===== config.mk =====
export PLATFORM = sky130hd
export DESIGN_NAME = simd_regfile_sb_flat
export DESIGN_NICKNAME = d
export VERILOG_FILES = /design/src/rtl/simd_regfile_sb_if.sv /design/src/rtl/simd_regfile_sb.sv /design/src/flat_wrapper.sv
export SDC_FILE = /design/constraint.sdc
export NUM_CORES = 1
export LEC_CHECK = 0
export CORE_UTILIZATION = 40
export DETAILED_ROUTE_END_ITERATION = 8
export PLACE_DENSITY = 0.68
export SLEW_MARGIN = 25
export SYNTH_ARGS = -nofsm -noshare
export SYNTH_HDL_FRONTEND = slang
export SYNTH_SLANG_ARGS = --single-unit

===== constraint.sdc =====
create_clock -name clk -period 4.08 [get_ports clk]
set_input_delay 0.612 -clock clk [delete_from_list [all_inputs] [get_ports clk]]
set_output_delay 0.612 -clock clk [all_outputs]
set_load 0.02 [all_outputs]

===== src/rtl/simd_regfile_sb_if.sv =====
// Bus between decode/issue + writeback and the SIMD register file with scoreboard.
// master = issue/writeback side, slave = register file.
interface simd_regfile_sb_if #(
    parameter int AW     = 4,
    parameter int LANES  = 4,
    parameter int LANE_W = 16
);
    localparam int DW = LANES * LANE_W;

    // init/clear sweep control
    logic              clr_req;
    logic              ready;
    // read ports
    logic [AW-1:0]     rs1_addr;
    logic [DW-1:0]     rs1_data;
    logic [AW-1:0]     rs2_addr;
    logic [DW-1:0]     rs2_data;
    logic              rs1_busy;
    logic              rs2_busy;
    // writeback port
    logic              we;
    logic [AW-1:0]     rd_addr;
    logic [LANES-1:0]  we_mask;
    logic [DW-1:0]     rd_data;
    // issue reservation
    logic              rsv_valid;
    logic [AW-1:0]     rsv_addr;
    logic              rsv_busy;
    logic              sb_err;

    modport master (
        output clr_req, rs1_addr, rs2_addr, we, rd_addr, we_mask, rd_data,
               rsv_valid, rsv_addr,
        input  ready, rs1_data, rs2_data, rs1_busy, rs2_busy, rsv_busy, sb_err
    );

    modport slave (
        input  clr_req, rs1_addr, rs2_addr, we, rd_addr, we_mask, rd_data,
               rsv_valid, rsv_addr,
        output ready, rs1_data, rs2_data, rs1_busy, rs2_busy, rsv_busy, sb_err
    );
endinterface


===== src/rtl/simd_regfile_sb.sv =====
// SIMD register file: NUM_REGS x (LANES x LANE_W), 2 async read ports,
// 1 sync lane-masked write port, per-register issue scoreboard and a
// sequential init sweep (TID_REG gets packed thread IDs, all others 0).
// The array has no reset so it can map to LUT-RAM.
// Optional macro RF_BYPASS_EN: same-cycle write-to-read bypass on masked lanes.
module simd_regfile_sb #(
    parameter int NUM_REGS    = 16,
    parameter int LANES       = 4,
    parameter int LANE_W      = 16,
    parameter int THREAD_BASE = 0,
    parameter int TID_REG     = 14,
    parameter int ZERO_REG    = 15
) (
    input  logic               clk,
    input  logic               rst,
    simd_regfile_sb_if.slave   bus
);
    localparam int AW = $clog2(NUM_REGS);
    localparam int DW = LANES * LANE_W;
    localparam logic [AW-1:0] TID_A  = AW'(TID_REG);
    localparam logic [AW-1:0] ZERO_A = AW'(ZERO_REG);
    localparam logic [AW-1:0] LAST_A = AW'(NUM_REGS - 1);

    typedef enum logic {SWEEP, RUN} state_t;

    state_t                state_q;
    logic [AW-1:0]         idx_q;
    logic                  ready_q;
    logic                  sb_err_q;
    logic                  sb_err_d;
    logic [NUM_REGS-1:0]   busy_q;
    logic [NUM_REGS-1:0]   busy_d;
    logic [DW-1:0]         mem_q [NUM_REGS];
    logic [DW-1:0]         tid_init;
    logic [DW-1:0]         wr_merged;
    logic [DW-1:0]         rs1_val;
    logic [DW-1:0]         rs2_val;

    // Packed thread IDs: lane k = THREAD_BASE + k, lane 0 in the LSBs
    always_comb begin
        tid_init = '0;
        for (int unsigned k = 0; k < LANES; k++) begin
            tid_init[k*LANE_W +: LANE_W] = LANE_W'(THREAD_BASE + k);
        end
    end

    // Merge masked writeback lanes over the currently stored word
    always_comb begin
        wr_merged = mem_q[bus.rd_addr];
        for (int unsigned k = 0; k < LANES; k++) begin
            if (bus.we_mask[k]) begin
                wr_merged[k*LANE_W +: LANE_W] = bus.rd_data[k*LANE_W +: LANE_W];
            end
        end
    end

    // Scoreboard next state: reserve beats release on the same register
    always_comb begin
        busy_d   = busy_q;
        sb_err_d = sb_err_q;
        for (int unsigned r = 0; r < NUM_REGS; r++) begin
            if (bus.rsv_valid && bus.rsv_addr == AW'(r) && AW'(r) != ZERO_A) begin
                busy_d[r] = 1'b1;
            end else if (bus.we && bus.rd_addr == AW'(r)) begin
                busy_d[r] = 1'b0;
            end
        end
        if (bus.rsv_valid && busy_q[bus.rsv_addr] &&
            !(bus.we && bus.rd_addr == bus.rsv_addr)) begin
            sb_err_d = 1'b1;
        end
    end

    // Control FSM: sweep sequencing, ready, scoreboard and sticky error
    always_ff @(posedge clk) begin
        if (rst) begin
            state_q  <= SWEEP;
            idx_q    <= '0;
            busy_q   <= '0;
            sb_err_q <= 1'b0;
            ready_q  <= 1'b0;
        end else if (bus.clr_req) begin
            state_q  <= SWEEP;
            idx_q    <= '0;
            busy_q   <= '0;
            ready_q  <= 1'b0;
        end else begin
            case (state_q)
                SWEEP: begin
                    idx_q <= idx_q + 1'b1;
                    if (idx_q == LAST_A) begin
                        state_q <= RUN;
                        ready_q <= 1'b1;
                    end
                end
                RUN: begin
                    busy_q   <= busy_d;
                    sb_err_q <= sb_err_d;
                end
                default: state_q <= SWEEP;
            endcase
        end
    end

    // Single array write port: sweep init in SWEEP, masked writeback in RUN
    always_ff @(posedge clk) begin
        if (!rst) begin
            if (state_q == SWEEP) begin
                mem_q[idx_q] <= (idx_q == TID_A) ? tid_init : '0;
            end else if (bus.we && bus.rd_addr != ZERO_A) begin
                mem_q[bus.rd_addr] <= wr_merged;
            end
        end
    end

    // Async reads: zero in SWEEP and for ZERO_REG
    always_comb begin
        rs1_val = '0;
        rs2_val = '0;
        if (state_q == RUN) begin
            if (bus.rs1_addr != ZERO_A) rs1_val = mem_q[bus.rs1_addr];
            if (bus.rs2_addr != ZERO_A) rs2_val = mem_q[bus.rs2_addr];
`ifdef RF_BYPASS_EN
            for (int unsigned k = 0; k < LANES; k++) begin
                if (bus.we && bus.we_mask[k] && bus.rd_addr != ZERO_A) begin
                    if (bus.rs1_addr == bus.rd_addr)
                        rs1_val[k*LANE_W +: LANE_W] = bus.rd_data[k*LANE_W +: LANE_W];
                    if (bus.rs2_addr == bus.rd_addr)
                        rs2_val[k*LANE_W +: LANE_W] = bus.rd_data[k*LANE_W +: LANE_W];
                end
            end
`endif
        end
    end

    // busy_q is forced clear throughout SWEEP, so no extra gating is needed
    assign bus.rs1_data = rs1_val;
    assign bus.rs2_data = rs2_val;
    assign bus.rs1_busy = busy_q[bus.rs1_addr];
    assign bus.rs2_busy = busy_q[bus.rs2_addr];
    assign bus.rsv_busy = busy_q[bus.rsv_addr];
    assign bus.ready    = ready_q;
    assign bus.sb_err   = sb_err_q;

endmodule

===== src/flat_wrapper.sv =====
// flat-port wrapper written by rule: the top's interface ports become plain ports
module simd_regfile_sb_flat 
#(
    parameter int NUM_REGS    = 16,
    parameter int LANES       = 4,
    parameter int LANE_W      = 16,
    parameter int THREAD_BASE = 0,
    parameter int TID_REG     = 14,
    parameter int ZERO_REG    = 15
)
  (clk, rst, bus_clr_req, bus_rs1_addr, bus_rs2_addr, bus_we, bus_rd_addr, bus_we_mask, bus_rd_data, bus_rsv_valid, bus_rsv_addr, bus_ready, bus_rs1_data, bus_rs2_data, bus_rs1_busy, bus_rs2_busy, bus_rsv_busy, bus_sb_err);
  simd_regfile_sb_if #(.LANES(LANES), .LANE_W(LANE_W)) bus_i ();
  input  logic clk;
  input  logic rst;
  input wire logic [$bits(bus_i.clr_req)-1:0] bus_clr_req;
  input wire logic [$bits(bus_i.rs1_addr)-1:0] bus_rs1_addr;
  input wire logic [$bits(bus_i.rs2_addr)-1:0] bus_rs2_addr;
  input wire logic [$bits(bus_i.we)-1:0] bus_we;
  input wire logic [$bits(bus_i.rd_addr)-1:0] bus_rd_addr;
  input wire logic [$bits(bus_i.we_mask)-1:0] bus_we_mask;
  input wire logic [$bits(bus_i.rd_data)-1:0] bus_rd_data;
  input wire logic [$bits(bus_i.rsv_valid)-1:0] bus_rsv_valid;
  input wire logic [$bits(bus_i.rsv_addr)-1:0] bus_rsv_addr;
  output wire logic [$bits(bus_i.ready)-1:0] bus_ready;
  output wire logic [$bits(bus_i.rs1_data)-1:0] bus_rs1_data;
  output wire logic [$bits(bus_i.rs2_data)-1:0] bus_rs2_data;
  output wire logic [$bits(bus_i.rs1_busy)-1:0] bus_rs1_busy;
  output wire logic [$bits(bus_i.rs2_busy)-1:0] bus_rs2_busy;
  output wire logic [$bits(bus_i.rsv_busy)-1:0] bus_rsv_busy;
  output wire logic [$bits(bus_i.sb_err)-1:0] bus_sb_err;
  assign bus_i.clr_req = bus_clr_req;
  assign bus_i.rs1_addr = bus_rs1_addr;
  assign bus_i.rs2_addr = bus_rs2_addr;
  assign bus_i.we = bus_we;
  assign bus_i.rd_addr = bus_rd_addr;
  assign bus_i.we_mask = bus_we_mask;
  assign bus_i.rd_data = bus_rd_data;
  assign bus_i.rsv_valid = bus_rsv_valid;
  assign bus_i.rsv_addr = bus_rsv_addr;
  assign bus_ready = bus_i.ready;
  assign bus_rs1_data = bus_i.rs1_data;
  assign bus_rs2_data = bus_i.rs2_data;
  assign bus_rs1_busy = bus_i.rs1_busy;
  assign bus_rs2_busy = bus_i.rs2_busy;
  assign bus_rsv_busy = bus_i.rsv_busy;
  assign bus_sb_err = bus_i.sb_err;
  simd_regfile_sb #(.NUM_REGS(NUM_REGS), .LANES(LANES), .LANE_W(LANE_W), .THREAD_BASE(THREAD_BASE), .TID_REG(TID_REG), .ZERO_REG(ZERO_REG)) u_core (.clk(clk), .rst(rst), .bus(bus_i));
endmodule

# Word level (Yosys, flattened, before mapping)
# Memory sizes are Yosys's and may differ from the RTL's.
# Index checks and enable logic that the tools add are counted.
# Widths: inputs -> output; s select.
# totals
ram_bits,1024
output_inout_bits,133
word_cells,196
mem_count,1
inputBits,89
regBits,22
# mem_list
name,depth,word_bits,read_ports,rd_ports_with_merged_regs,write_ports,line,source
u_core.mem_q,16,64,2,0,1,simd_regfile_sb.sv:33,logic [DW-1:0] mem_q [NUM_REGS];
# op_classes
n_bitwise,2
n_reduce_logical,75
add_sub_neg,1
n_eq_ne,38
order_cmp,3
mux,57
# op_table
cell,n
$mux 64,5
$eq 4x4->1 const B,16
$mux 16,4
$reduce_or 64->1,1
$mux 50,1
$mux 1,42
$reduce_and 2->1,20
$logic_and 1x1->1,34
$eq 4x3->1 const B,8
$reduce_bool 2->1,15
$eq 4x2->1 const B,4
$lt 4x5->1 const B,3
$bmux 1 s4,3
$ne 4x4->1 const B,3
$eq 4x1->1 const B,2
$logic_not 4->1,2
$mux 4,2
$add 4x1->4 const B,1
$eq 4x4->1,1
$ne 1x1->1 const B,4
$reduce_and 3->1,1
$not 1->1,2
$reduce_or 2->1,1
$logic_not 1->1,1

# Logic depth before layout (Yosys ltp)
# Gate-level depths: netlist of the first run.
# logic_depth
ltp_word,9
depth_mapped,8
depth_no_buf,5

# Least setup slack after synthesis of the first run
# No wires, ideal clock.
# synth_timing
path_kind,input to register
from,in bus_rd_addr[2]
to,"mem u_core.mem_q[7][32] (netlist name), enable pin"
path_slack_ns,0.587
t_arrival_ns,3.084
n_path_buf,3
cell_stages,7
setup_ns,0.409
required_time_ns,3.671
cell_sequence,buf_2 > nand4_1 > and4bb_1 > buf_2 > mux2_2 > buf_2 > nor3_1
# synth_between
elab_chain_cells,9
word_cells_on_any_way,13
cone_classes,eq/ne (1); mux (6); reduce/logical (6)
# synth_lines
element,line,source
from (decl),flat_wrapper.sv:19,input wire logic [$bits(bus_i.rd_addr)-1:0] bus_rd_addr;
$ne 4x4->1,simd_regfile_sb.sv:110,end else if (bus.we && bus.rd_addr != ZERO_A) begin
$logic_and 1x1->1,simd_regfile_sb.sv:110,
$mux 1,simd_regfile_sb.sv:110,
$mux 1,simd_regfile_sb.sv:108,if (state_q == SWEEP) begin
$mux 1,simd_regfile_sb.sv:107,if (!rst) begin
$mux 1 (implied by the code),simd_regfile_sb.sv:111,mem_q[bus.rd_addr] <= wr_merged;
$reduce_and 2->1 (no line),--,
$reduce_or 64->1 (no line),--,
$mux 4 (no line),--,
to (decl),simd_regfile_sb.sv:33,
# Parallel ways exist; a longest one is shown, timed or not.

# Worst setup path after layout of the first run
# layout_timing
from,in bus_rs1_addr[2]
to,out bus_rs1_data[47]
# layout_between
elab_chain_cells,3
word_cells_on_any_way,4
cone_classes,eq/ne (1); mux (2); memory (1)
# layout_lines
element,line,source
from (decl),flat_wrapper.sv:16,input wire logic [$bits(bus_i.rs1_addr)-1:0] bus_rs1_addr;
$mem_v2 16x64 / $ne 4x4->1 (equally long branches),--,
$mux 64 (*),simd_regfile_sb.sv:121,if (bus.rs1_addr != ZERO_A) rs1_val = mem_q[bus.rs1_addr];
$mux 64 (*),simd_regfile_sb.sv:120,if (state_q == RUN) begin
to (decl),flat_wrapper.sv:25,output wire logic [$bits(bus_i.rs1_data)-1:0] bus_rs1_data;
# Mark *: on every way between the ends. The rest lies on a longest branch, timed or not.

==> run_results.csv, run 1 <==
group,metric,value,unit
outcome,run_status,"completed",
global_route,antenna_found_initial,4,
place,gp_congestion,0.9321,
routing,ant_nets,0,
finish,areaGrowthSynthToFinish,18.49,%
timing,slew_headroom,33.47,%
routing,drt-vias-per-instance,6.142,
clocking,cts.hold.buffers_added,0,
synthesis,synthCells,2377,
synthesis,synth_top_area_share,62.16,%
timing,setup_viol,0,
critical_path,path_buf_inv,3,
run,maxCapViolCount,0,
pwr,irDropWorstVdd,283.9,µV
synthesis,ys_types,44,
floorplan,start_util,40.48,%
place,dpl.hpwl,82650,µm
clocking,clk_latency,0.68,ns
finish,diodes,0,
clocking,path_clk_slew,0.07,ns
critical_path,crit_top_cell,"mux4_2",
clocking,cts_root_buffer,"clkbuf_16",
critical_path,start_kind,"primary input",
timing,fin_worst_skew,0.03228,ns
pwr,cellPowerDensity,397.9,nW/µm²
clocking,post_cts_resized,0,
floorplan,fp.dieH,353.7,µm
critical_path,critPathTopFamily,"buffers and inverters",
synthesis,synth_seq_area_share,63.05,%
synthesis,ys_warn_count,0,
critical_path,cp-end-kind,"primary output",
global_route,overflow,0,
timing,max_freq,0.2657,GHz
routing,dr.first_iter.drc_count,2569,
timing,grt_setup_unrepaired,"no",
critical_path,ff2ff_path_depth,6,
clocking,post_cts_buffers,0,
synthesis,syn-num-nets,2468,
routing,wl_per_cell,30.78,µm
global_route,grt_start_max_net_pins,63,
global_route,grt_usage,21.80,%
floorplan,core,122200,µm²
synthesis,ys.flop_type,"edfxtp_1",
critical_path,reg2reg_to,"u_core.mem_q[3][9]",
timing,setup_ws,0.3163,ns
critical_path,slowest_delay,0.54,ns
finish,fin_nets,2787,
critical_path,r2r-start,"u_core.state_q",
timing,period_needed,3.764,ns
timing,hold_violations,0,
synthesis,synth_edf_count,1024,
critical_path,rrSetupSlack,0.96,ns
timing,fin_crit_sh,92.25,%
finish,drive_above_1_share,37.97,%
routing,drt_wl_total,135700,µm
floorplan,rows,128,
synthesis,yosysMostFrequentCell,"edfxtp_1",
critical_path,crit_arrival,3.15,ns
floorplan,dieArea,125100,µm²
floorplan,io_pins,222,
clocking,cts_tree,"yes",
synthesis,ys_async_sr_fraction,0,%
synthesis,syn_area_per_cell,20.81,µm²
timing,fin_setup_tns,0,ns
routing,drc,0,
critical_path,crit_type,"primary input to primary output",
critical_path,crit_path_cell_trace,"buf_8, buf_12, mux4_2, mux4_2, nor2b_1, clkdlybuf4s50_1",
global_route,grt_pass1_wl,200200,µm
timing,hold_slack,0.5015,ns
routing,dr.pass1.iters,7,
pwr,report.power.total,0.02332,W
clocking,htree_levels,3,
routing,vias,27079,
synthesis,ys_seq_elements,1046,
clocking,cts_sinks,1046,
critical_path,cp.depth,6,
critical_path,worstPathMaxFanout,62,
timing,worst_slew_pin_slew,0.9943,ns
critical_path,critical_path.slowest_cell,"clkdlybuf4s50_1",
place,portBuffers,221,
floorplan,die_w,353.7,µm
synthesis,synthTopCellsByCount,"edfxtp_1, mux4_2, nor2b_1",
clocking,cts_buffer_depth,3,
synthesis,syn-cell-area,49470,µm²
clocking,cts_made_buffers,105,
synthesis,ys_top_cells_by_area,"edfxtp_1, mux4_2, nor2b_1, a211oi_1, dfxtp_1",
critical_path,cp-startpoint,"bus_rs1_addr[2]",
place,post-place-ws,0.3367,ns
synthesis,yosysTopAreaCell,"edfxtp_1",
hold_path,min_path_type,"flop to flop",
timing,drv_slew,0,
critical_path,required,3.47,ns
pwr,p_leak,20.20,nW
critical_path,critPathCapture,"bus_rs1_data[47]",
global_route,grt_pass1_vias,28824,
stage by stage:
| step | util, % | instance area [µm²] | instances |
|---|---|---|---|
| finish | 47.97 | 58610 | 4409 |
| global route | 47.97 | 58610 | 4409 |
| CTS | 47.97 | 58610 | 4409 |
| floorplan | - | 49470 | 2377 |
| detailed placement | 44.98 | 54960 | 4214 |
| global placement | 44.98 | 54960 | 4214 |
metal layers:
metal | track usage (%) | part of all wire (%) | vias up
met4 | 6.346 | 2.6 | 0
li1 | - | - | 10947
met3 | 3.655 | 7.9 | 218
met1 | 28.94 | 39 | 14567
met5 | 0 | 0 | -
met2 | 36.99 | 51 | 1347
power by group:
group,internal [W],switching [W],total [W]
clock network,0.00611,0.00412,0.0102
registers,0.0117,0.0000254,0.0117
logic,0.000700,0.000686,0.00139
worst min-delay path by stage:
stage / startpoint / endpoint / slack [ns] / cells after the start
after floorplan: u_core.busy_q[12] / u_core.busy_q[12] / 0.47 / 2
after global placement: u_core.bus.sb_err / u_core.bus.sb_err / 0.47 / 1
after detailed placement: u_core.bus.sb_err / u_core.bus.sb_err / 0.49 / 1
after CTS: u_core.bus.sb_err / u_core.bus.sb_err / 0.51 / 1
after global routing: u_core.bus.sb_err / u_core.bus.sb_err / 0.55 / 1
final: u_core.bus.sb_err / u_core.bus.sb_err / 0.50 / 1
state kept, by name (all words and copies together), names as in the netlist:
register and count:
u_core.mem_q 1024, u_core.state_q 1, u_core.bus.ready 1, u_core.idx_q 4, u_core.bus.sb_err 1, u_core.busy_q 15
cell families (layout without fill, tap and decap cells):
group	count (synthesis)	count (layout)	share of synthesized area, %
compound gates	124	124	1.750
fa+ha+maj	2	2	0.05058
xor+xnor	7	7	0.1239
mux	661	661	28.92
simple gates	331	331	3.802
flops	1046	1046	63.05
buf+inv	206	613	2.307
area by class of cell:
type	instances	area, µm²
Fill cell	9761	63580
Clock buffer	119	2721
Clock inverter	76	933.4
Multi-Input combinational cell	1125	17520
Tap cell	1625	2033
Sequential cell	1046	31190
Timing Repair Buffer	415	4203
Inverter	3	11.26
placed cells by master (no fill, tap or decap), drive strengths merged, types with 3 or more instances in the layout:
| cell type | synthesis | final |
|---|---|---|
| nor2b | 134 | 134 |
| a211oi | 76 | 76 |
| nand2 | 27 | 27 |
| clkbuf | 83 | 120 |
| a21o | 8 | 8 |
| a21oi | 16 | 16 |
| clkinv | 0 | 45 |
| and2 | 64 | 64 |
| clkdlybuf4s50 | 0 | 212 |
| clkinvlp | 0 | 7 |
| o21ai | 12 | 12 |
| o22ai | 3 | 3 |
| nor2 | 18 | 18 |
| mux4 | 613 | 613 |
| mux2i | 45 | 45 |
| nand2b | 4 | 4 |
| buf | 120 | 202 |
| edfxtp | 1024 | 1024 |
| xor2 | 5 | 5 |
| mux2 | 3 | 3 |
| dfxtp | 22 | 22 |
| nor3 | 68 | 68 |
| bufinv | 0 | 21 |
| nand3 | 6 | 6 |
| nand4 | 5 | 5 |
| inv | 3 | 6 |
Power figures use the tool's default switching activity.
==> run 2: changes to the inputs <==
==> constraint.sdc (replaced) <==
create_clock -name clk -period 4.08 [get_ports clk]
set_input_delay 0.408 -clock clk [delete_from_list [all_inputs] [get_ports clk]]
set_output_delay 0.408 -clock clk [all_outputs]
set_load 0.02 [all_outputs]
==> run 2 against run 1 <==
  * Power is 0.78% lower
  * Clock-buffer cell count up 6
  * Routed wire length about the same
  * Largest cell class unchanged
  * Largest power group unchanged
  * Highest routed layer unchanged
==> run_results.csv, run 2 (synthesis results as in run 1) <==
group,metric,value,unit
outcome,run_status,"completed",
finish,design_area,58180,µm²
global_route,grt_pass1_vias,28753,
clocking,cts_root_buffer,"clkbuf_16",
floorplan,rows,128,
routing,drt_wl_total,135700,µm
finish,diodes,0,
critical_path,slowest_delay,0.75,ns
timing,worst_slew_pin_slew,0.9022,ns
clocking,path_clk_slew,0.06,ns
timing,max_freq,0.2834,GHz
clocking,htree_levels,3,
routing,drt-vias-per-instance,6.162,
routing,dr.first_iter.drc_count,2683,
clocking,cts_tree,"yes",
global_route,grt_usage,21.67,%
finish,areaGrowthSynthToFinish,17.61,%
clocking,cts_buffer_depth,3,
hold_path,min_path_type,"flop to flop",
timing,setup_viol,0,
critical_path,start_kind,"primary input",
finish,final_common_cell,"edfxtp_1",
pwr,irDropWorstVdd,413.3,µV
place,place_area,54560,µm²
finish,largest_reg_flops,1024,
floorplan,core,122200,µm²
critical_path,crit_path_cell_trace,"buf_8, buf_12, mux4_2, nor2b_1, a211oi_1, a211oi_1, clkdlybuf4s50_1",
clocking,clk_latency,0.71,ns
clocking,post_cts_resized,0,
timing,slew_headroom,38.57,%
routing,vias,27041,
routing,dr.pass1.iters,5,
finish,drive_above_1_share,36.92,%
timing,fin_crit_sh,86.48,%
routing,wl_per_cell,30.91,µm
clocking,post_cts_buffers,0,
timing,hold_violations,0,
critical_path,crit_arrival,3.12,ns
finish,layout_common_cells,"edfxtp_1, mux4_2, clkdlybuf4s50_1",
place,dpl.hpwl,81470,µm
clocking,cts.hold.buffers_added,0,
critical_path,critical_path.slowest_cell,"clkdlybuf4s50_1",
timing,fin_worst_skew,0.02168,ns
pwr,p_leak,19.97,nW
finish,top_register,"u_core.mem_q",
timing,fin_setup_tns,0,ns
floorplan,fp.dieH,353.7,µm
finish,fin_nets,2762,
floorplan,dieArea,125100,µm²
timing,grt_setup_unrepaired,"no",
pwr,combPwrFrac,5.8,%
pwr,seq_power_share,50.6,%
pwr,p_sw_share,21.18,%
global_route,antenna_found_initial,1,
pwr,p_clk_share,43.6,%
critical_path,crit_type,"primary input to primary output",
floorplan,die_w,353.7,µm
routing,drc,0,
finish,fill_cells,9818,
finish,top_regs,"u_core.mem_q (1024), u_core.busy_q (15), u_core.idx_q (4)",
timing,period_needed,3.528,ns
routing,ant_nets,0,
timing,drv_slew,0,
critical_path,cp-end-kind,"primary output",
critical_path,required,3.67,ns
place,gp_congestion,0.8824,
timing,hold_slack,0.4875,ns
pwr,cellPowerDensity,397.7,nW/µm²
run,maxCapViolCount,0,
pwr,p_int,0.01824,W
floorplan,io_pins,222,
critical_path,worstPathMaxFanout,35,
clocking,cts_made_buffers,108,
pwr,report.power.total,0.02314,W
place,portBuffers,221,
pwr,p_sw,0.004900,W
global_route,grt_pass1_wl,197400,µm
global_route,overflow,0,
floorplan,start_util,40.48,%
clocking,cts_sinks,1046,
critical_path,crit_top_cell,"a211oi_1",
global_route,grt_start_max_net_pins,68,
run 2: final cells by class:
cell class / count / area (µm²) / share of cell area, %
Clock buffer: 125 / 2766 / 4.755
Clock inverter: 77 / 849.6 / 1.460
Inverter: 3 / 11.26 / 0.01935
Multi-Input combinational cell: 1125 / 17520 / 30.12
Sequential cell: 1046 / 31190 / 53.61
Tap cell: 1625 / 2033 / 3.495
Timing Repair Buffer: 387 / 3807 / 6.544
run 2: final timing paths:
path,startpoint,endpoint,slack (ns),depth (start not counted)
min,u_core.bus.ready,u_core.bus.ready,0.49,2
max reg2reg,u_core.state_q,u_core.mem_q[11][35],1.09,6
max,bus_rs1_addr[0],bus_rs1_data[31],0.55,7
min reg2reg,u_core.bus.ready,u_core.bus.ready,0.49,2
run 2: routing by layer:
| layer | global-route usage, % | vias to the layer above | wire, µm |
|---|---|---|---|
| li1 | - | 10914 | - |
| met1 | 28.59 | 14634 | 52400 |
| met2 | 36.52 | 1261 | 68860 |
| met3 | 3.856 | 232 | 10600 |
| met4 | 6.866 | 0 | 3798 |
| met5 | 0 | - | 0 |
run 2: worst max-delay path: cells and delay by family:
| kind | cells | cell delay, ns |
|---|---|---|
| simple gates | 1 | 0.13 |
| compound gates | 2 | 0.76 |
| mux | 1 | 0.28 |
| buf+inv | 3 | 1.42 |
run 2: through the flow:
| step | utilization, % | worst slack [ns] | std cells |
|---|---|---|---|
| final | 47.61 | 0.5516 | 4388 |
| after global routing | 47.61 | 0.4115 | 4388 |
| after CTS | 47.61 | 0.4903 | 4388 |
| after detailed placement | 44.65 | 0.6234 | 4186 |
| after global placement | 44.65 | 0.6464 | 4186 |
| after floorplan | - | 0.7905 | 2377 |
run 2: power by group through the flow:
stage	combinational, W	clock [W]	sequential [W]
2_1_floorplan	0.000926	0	0.0119
3_3_place_gp	0.00136	0	0.0119
3_5_place_dp	0.00137	0	0.0119
4_1_cts	0.00137	0.0102	0.0117
5_1_grt	0.00142	0.0106	0.0117
6_report	0.00135	0.0101	0.0117
